$ cat config.mk
export PLATFORM = sky130hd
export DESIGN_NAME = counter_seq_ctrl
export DESIGN_NICKNAME = d
export VERILOG_FILES = /design/src/rtl/counter_seq_ctrl.sv
export SDC_FILE = /design/constraint.sdc
export NUM_CORES = 1
export LEC_CHECK = 0
export CAP_MARGIN = 20
export CORE_MARGIN = 2
export CORE_UTILIZATION = 41
export CTS_CLUSTER_DIAMETER = 50
export DETAILED_ROUTE_END_ITERATION = 16
export GPL_TIMING_DRIVEN = 0
export PLACE_DENSITY_LB_ADDON = 0.25
export RECOVER_POWER = 25
export SLEW_MARGIN = 20
export SYNTH_ARGS = -nofsm -noshare
export SYNTH_HDL_FRONTEND = slang
export SYNTH_SLANG_ARGS = --single-unit
export TNS_END_PERCENT = 50
$ cat constraint.sdc
create_clock -name clk -period 2.73 [get_ports clk]
set_clock_uncertainty 0.2 [all_clocks]
set_input_delay 0.546 -clock clk [delete_from_list [all_inputs] [get_ports clk]]
set_output_delay 0.546 -clock clk [all_outputs]
set_load 0.005 [all_outputs]
$ cat src/rtl/counter_seq_ctrl.sv
// Run-control sequencer for the tick-driven display counter.
// Build option: COUNTER_SEQ_AUTO_RELOAD_EN makes DONE a one-cycle pulse with automatic restart.
module counter_seq_ctrl #(
    parameter int PRESCALE = 50_000_000,
    parameter int PW       = 26,
    parameter int CW       = 4
) (
    input  logic          clk,
    input  logic          reset,
    input  logic          start,
    input  logic          stop,
    input  logic          load_req,
    input  logic [CW-1:0] load_val,
    input  logic [CW-1:0] target,
    input  logic [CW-1:0] count,
    output logic          tick,
    output logic          clr,
    output logic          set,
    output logic [CW-1:0] init,
    output logic          busy,
    output logic          done,
    output logic [1:0]    state
);

    typedef enum logic [1:0] {
        S_IDLE  = 2'b00,
        S_RUN   = 2'b01,
        S_PAUSE = 2'b10,
        S_DONE  = 2'b11
    } state_e;

    localparam logic [PW-1:0] RELOAD = PW'(PRESCALE - 1);

    state_e        state_q, state_d;
    logic [PW-1:0] psc_q, psc_d;
    logic          tick_q, tick_d;
    logic          clr_q, clr_d;
    logic          set_q, set_d;
    logic [CW-1:0] init_q, init_d;
    logic          blank_q, blank_d;

    logic          start_prev_q;
    logic          stop_prev_q;
    logic          load_prev_q;

    logic          start_ev;
    logic          stop_ev;
    logic          load_ev;
    logic          load_go;
    logic          start_go;
    logic          hit;

    // Rising-edge events; stop beats load beats start in the same cycle.
    assign start_ev = start & ~start_prev_q;
    assign stop_ev  = stop & ~stop_prev_q;
    assign load_ev  = load_req & ~load_prev_q;
    assign load_go  = load_ev & ~stop_ev;
    assign start_go = start_ev & ~stop_ev & ~load_ev;

    // Terminal compare is masked on the first RUN cycle so clr/set can land.
    assign hit = ~blank_q & (count == target);

    // Button history registers for edge detection.
    always_ff @(posedge clk or negedge reset) begin
        if (!reset) begin
            start_prev_q <= 1'b0;
            stop_prev_q  <= 1'b0;
            load_prev_q  <= 1'b0;
        end else begin
            start_prev_q <= start;
            stop_prev_q  <= stop;
            load_prev_q  <= load_req;
        end
    end

    // Next state, prescaler and strobe decode.
    always_comb begin
        state_d = state_q;
        psc_d   = psc_q;
        tick_d  = 1'b0;
        clr_d   = 1'b0;
        set_d   = 1'b0;
        init_d  = init_q;
        blank_d = 1'b0;
        unique case (state_q)
            S_IDLE: begin
                if (load_go) begin
                    set_d  = 1'b1;
                    init_d = load_val;
                end else if (start_go) begin
                    state_d = S_RUN;
                    clr_d   = 1'b1;
                    psc_d   = RELOAD;
                    blank_d = 1'b1;
                end
            end
            S_RUN: begin
                if (stop_ev) begin
                    state_d = S_PAUSE;
                end else if (hit) begin
                    state_d = S_DONE;
                end else if (psc_q == '0) begin
                    tick_d = 1'b1;
                    psc_d  = RELOAD;
                end else begin
                    psc_d = psc_q - PW'(1);
                end
            end
            S_PAUSE: begin
                if (stop_ev) begin
                    state_d = S_IDLE;
                end else if (load_go) begin
                    set_d  = 1'b1;
                    init_d = load_val;
                end else if (start_go) begin
                    state_d = S_RUN;
                    blank_d = 1'b1;
                end
            end
            S_DONE: begin
`ifdef COUNTER_SEQ_AUTO_RELOAD_EN
                if (stop_ev) begin
                    state_d = S_IDLE;
                end else begin
                    state_d = S_RUN;
                    clr_d   = 1'b1;
                    psc_d   = RELOAD;
                    blank_d = 1'b1;
                end
`else
                if (stop_ev) begin
                    state_d = S_IDLE;
                end else if (start_go) begin
                    state_d = S_RUN;
                    clr_d   = 1'b1;
                    psc_d   = RELOAD;
                    blank_d = 1'b1;
                end
`endif
            end
            default: begin
                state_d = S_IDLE;
            end
        endcase
    end

    // State, prescaler and registered strobes.
    always_ff @(posedge clk or negedge reset) begin
        if (!reset) begin
            state_q <= S_IDLE;
            psc_q   <= RELOAD;
            tick_q  <= 1'b0;
            clr_q   <= 1'b0;
            set_q   <= 1'b0;
            init_q  <= '0;
            blank_q <= 1'b0;
        end else begin
            state_q <= state_d;
            psc_q   <= psc_d;
            tick_q  <= tick_d;
            clr_q   <= clr_d;
            set_q   <= set_d;
            init_q  <= init_d;
            blank_q <= blank_d;
        end
    end

    assign tick  = tick_q;
    assign clr   = clr_q;
    assign set   = set_q;
    assign init  = init_q;
    assign state = state_q;
    assign busy  = (state_q == S_RUN);
    assign done  = (state_q == S_DONE);

endmodule
==> impl_metrics.py, run 1 <==
metrics = {
    "floorplanning": {
        "coreArea_um2": 5440,
        "floorplan.die_area_um2": 6180,
        "design.portCount": 28,
        "fp-row-count": 27,
        "fp.dieH_um": 78.6,
        "die_width_um": 78.6,
        "floorplan.initialDensity_pct": 42.0,
    },
    "routing": {
        "drt_pre_antenna_iters": 4,
        "drt-wirelength-per-cell_um": 16.7,
        "detailed_route_drc_error_count": 0,
        "initialDrtViolationCount": 161,
        "wl_um": 5690,
        "route.vias.total": 2010,
        "vias_per_cell": 5.89,
        "ant_nets": 0,
    },
    "clock_tree": {
        "clock_insertion_delay_worst_skew_ns": 0.29,
        "htree_levels": 2,
        "cts_root_buf": "sky130_fd_sc_hd__clkbuf_8",
        "tritoncts.num_buffers": 5,
        "worst_path_clk_slew_ns": 0.08,
        "clock_tree_from_tritoncts": "done",
        "clock_tree.buffer_depth": 2,
        "cts_sinks": 39,
    },
    "run": {
        "cap_viol_max_count": 0,
    },
    "power_and_ir_drop": {
        "ir_drop_mv": 0.385,
        "cellPowerDensity_nw_per_um2": 814,
        "p_leak_uw": 0.00111,
    },
    "setup_path": {
        "family_of_cells_with_the_greatest_summed_delay_on_the_critical_path": "simple AND/OR/NAND/NOR gates",
        "worstSetupPathType": "reg2reg",
        "critPathMaxStageDelay_ns": 0.59,
        "worst_setup_path_start_kind": "register",
        "path_cells": "or4_4, or2_1, buf_6, or4_4, buf_6, nand2_2, o221a_2",
        "worst-endpoint-required_ns": 2.77,
        "slowest_stage": "sky130_fd_sc_hd__or4_4",
        "cp_num_buf_inv": 2,
        "timing.critical_path.fanout_max": 10,
        "cp_capture_type": "register",
        "crit_arrival_ns": 2.68,
    },
    "synthesis": {
        "ys_seq_area_share_pct": 43.7,
        "library_cells_used_by_synthesis": 50,
        "synthesis.area_per_instance_um2": 9.89,
        "synth_edf_count": 0,
        "synth-async-reset-ratio_pct": 100,
        "instance_count_of_the_mapped_netlist": 231,
        "synth_area_um2": 2280,
        "synthFlopType": "sky130_fd_sc_hd__dfrtp_1",
        "synth.ff_latch_count": 39,
        "synthesis.yosys.warnings": 0,
        "synth.net_count": 253,
    },
    "place": {
        "io_buffer_count": 27,
        "setup_slack_after_placement_ns": -0.739,
        "gp_congestion": 0.892,
        "detailed_place_hpwl_um": 4030,
        "dp_cells": 331,
    },
    "final_layout": {
        "area_delta_synth_final_pct": 24.7,
        "filler_cell_count": 502,
        "final_layout_size_suffix_gt1_share_pct": 22.7,
        "final_net_count": 290,
        "final_cell_count_no_fill": 341,
        "num_antenna_cells": 0,
    },
    "sta": {
        "report.final.slew_viol_count": 0,
        "worst_slew_margin_rel_pct": 45.2,
        "final_count_of_hold_timing_violations": 0,
        "setup_repair_after_global_routing_missed_its_margin": "false",
        "tns_ns": 0,
        "worst-slew-pin-transition_ns": 0.820,
        "maxClockFrequency_ghz": 0.379,
        "setup_viol": 0,
        "final_min_period_over_clock_period_pct": 96.6,
        "fin_ws_ns": 0.0922,
        "finalCriticalPeriod_ns": 2.64,
    },
    "global_route": {
        "grt_pass1_wl_um": 9220,
        "grt.overflow.total": 0,
        "track_usage_pct": 19.1,
        "largest_net_degree_at_the_start_of_global_routing": 27,
        "antenna_found_initial": 0,
        "first_global_vias": 1876,
    },
    "hold_path": {
        "hold_crit_class": "reg2reg",
    },
    "run_status": {
        "run_status": "complete, no violations",
    },
}
## registers in the layout (all words and copies together), names as in the netlist
signal / flops
clr: 1
blank_q: 1
tick: 1
stop_prev_q: 1
set: 1
load_prev_q: 1
state: 2
psc_q: 26
init: 4
start_prev_q: 1
## layout make-up
cell class	count	area [um^2]	area share, %
clock inverter	2	35.0	1.23
sequential	39	998	35.1
multi-input combinational	171	1240	43.5
inverter	11	41.3	1.45
clock buffer	6	82.6	2.90
timing repair buffer	31	294	10.3
tap	72	90.1	3.16
buffer	9	66.3	2.33
## synth_stat cells, drive strengths merged (3+ instances only)
cell type  number  area [um^2]
a211oi          5         37.5
a21oi           3         15.0
a31oi           6         37.5
nor3           18         90.1
dfrtp          21          526
xnor2           4         35.0
mux2            4         45.0
buf             4         41.3
or4            11         93.8
nor2           15         56.3
or2             4         25.0
dfstp          18          473
clkbuf          6         22.5
nand2b          4         25.0
o31ai           6         45.0
nor4           12          103
o21ai           7         35.0
nand4           5         37.5
a21o            3         22.5
o41ai           4         35.0
or3             4         25.0
nand3          12         60.1
nand2          12         47.6
ha              5         62.6
inv            11         41.3
## where the power goes
| part | switching [uW] | internal (uW) |
|---|---|---|
| Combinational | 468 | 400 |
| Clock | 212 | 296 |
| Sequential | 156 | 785 |
## cells in the final DEF (no fill, tap or decap), types with 3 or more instances in the layout
cell type	instances
sky130_fd_sc_hd__or2_2	3
sky130_fd_sc_hd__o21ai_0	7
sky130_fd_sc_hd__ha_1	4
sky130_fd_sc_hd__nor4_1	8
sky130_fd_sc_hd__dfstp_2	18
sky130_fd_sc_hd__or4_1	8
sky130_fd_sc_hd__a31oi_1	6
sky130_fd_sc_hd__dlygate4sd3_1	3
sky130_fd_sc_hd__nor4_4	3
sky130_fd_sc_hd__buf_6	4
sky130_fd_sc_hd__dfrtp_1	21
sky130_fd_sc_hd__nand2b_1	4
sky130_fd_sc_hd__or3_1	4
sky130_fd_sc_hd__nor2_1	15
sky130_fd_sc_hd__clkbuf_8	6
sky130_fd_sc_hd__a21o_1	3
sky130_fd_sc_hd__or4_4	3
sky130_fd_sc_hd__nor3_1	17
sky130_fd_sc_hd__clkdlybuf4s50_1	24
sky130_fd_sc_hd__xnor2_1	4
sky130_fd_sc_hd__clkbuf_1	4
sky130_fd_sc_hd__nand3_1	12
sky130_fd_sc_hd__a211oi_1	4
sky130_fd_sc_hd__o31ai_1	6
sky130_fd_sc_hd__clkbuf_2	3
sky130_fd_sc_hd__nand4_1	4
sky130_fd_sc_hd__nand2_1	11
sky130_fd_sc_hd__o41ai_1	4
sky130_fd_sc_hd__a21oi_1	3
sky130_fd_sc_hd__inv_1	11
sky130_fd_sc_hd__mux2_2	4
## path summary, 6_finish.rpt
kind / startpoint / slack [ns] / to / cells after the start
worst max-delay path: psc_q[18] / 0.09 / psc_q[15] / 7
min in group asynchronous: reset / 0.62 / psc_q[8] / 2
worst min-delay path: psc_q[12] / 0.31 / psc_q[12] / 1
worst max register to register: psc_q[18] / 0.09 / psc_q[15] / 7
max in group asynchronous: reset / 0.63 / psc_q[11] / 3
worst min register to register: psc_q[12] / 0.31 / psc_q[12] / 1
## per-layer routing
metal	part of all wire [%]	GRT usage, %	vias to the layer above
met3	5.5	3.68	8
met1	46	26.4	969
met2	47	30.0	57
met4	1.3	6.14	0
li1	-	-	976
met5	0	0	-
## kinds of logic after synthesis
logic type	count (synthesis)	synth area share, %
adders and majority gates	5	2.74
muxes	6	2.85
xor gates and xnor gates	4	1.53
and+or+nand+nor	103	26.7
AOI/OAI and AO/OA	53	17.8
buffers and inverters	21	4.60
DFF	39	43.7
## through the flow
stage,area [um^2],hold slack [ns],utilization [%],total power (uW)
floorplan,2280,0.0504,-,1430
global placement,2640,0.291,48.6,1760
detailed placement,2660,0.270,48.9,1780
CTS,2830,0.303,52.0,2320
global route,2850,0.320,52.4,2470
finish,2850,0.307,52.4,2320
## repair_timing
| action | 4_1_cts | 5_1_grt |
|---|---|---|
| gates resized for setup | 8 | 7 |
| setup buffers | 0 | 2 |
| endpoints found under the hold margin | 2 | 0 |
| pin swaps | 0 | 2 |
| setup endpoints to repair | 24 | 24 |
| hold buffers | 1 | 0 |
(Power assumes the default switching activity.)
==> inputs of run 2 (changes only) <==
--- a/config.mk
+++ b/config.mk
@@ -10,6 +10,7 @@
 export CORE_UTILIZATION = 41
 export CTS_CLUSTER_DIAMETER = 50
 export DETAILED_ROUTE_END_ITERATION = 16
+export GPL_ROUTABILITY_DRIVEN = 0
 export GPL_TIMING_DRIVEN = 0
 export PLACE_DENSITY_LB_ADDON = 0.25
 export RECOVER_POWER = 25
==> results of run 2 <==
Same layout as run 1: the final DEF is identical, and so are final timing and power.
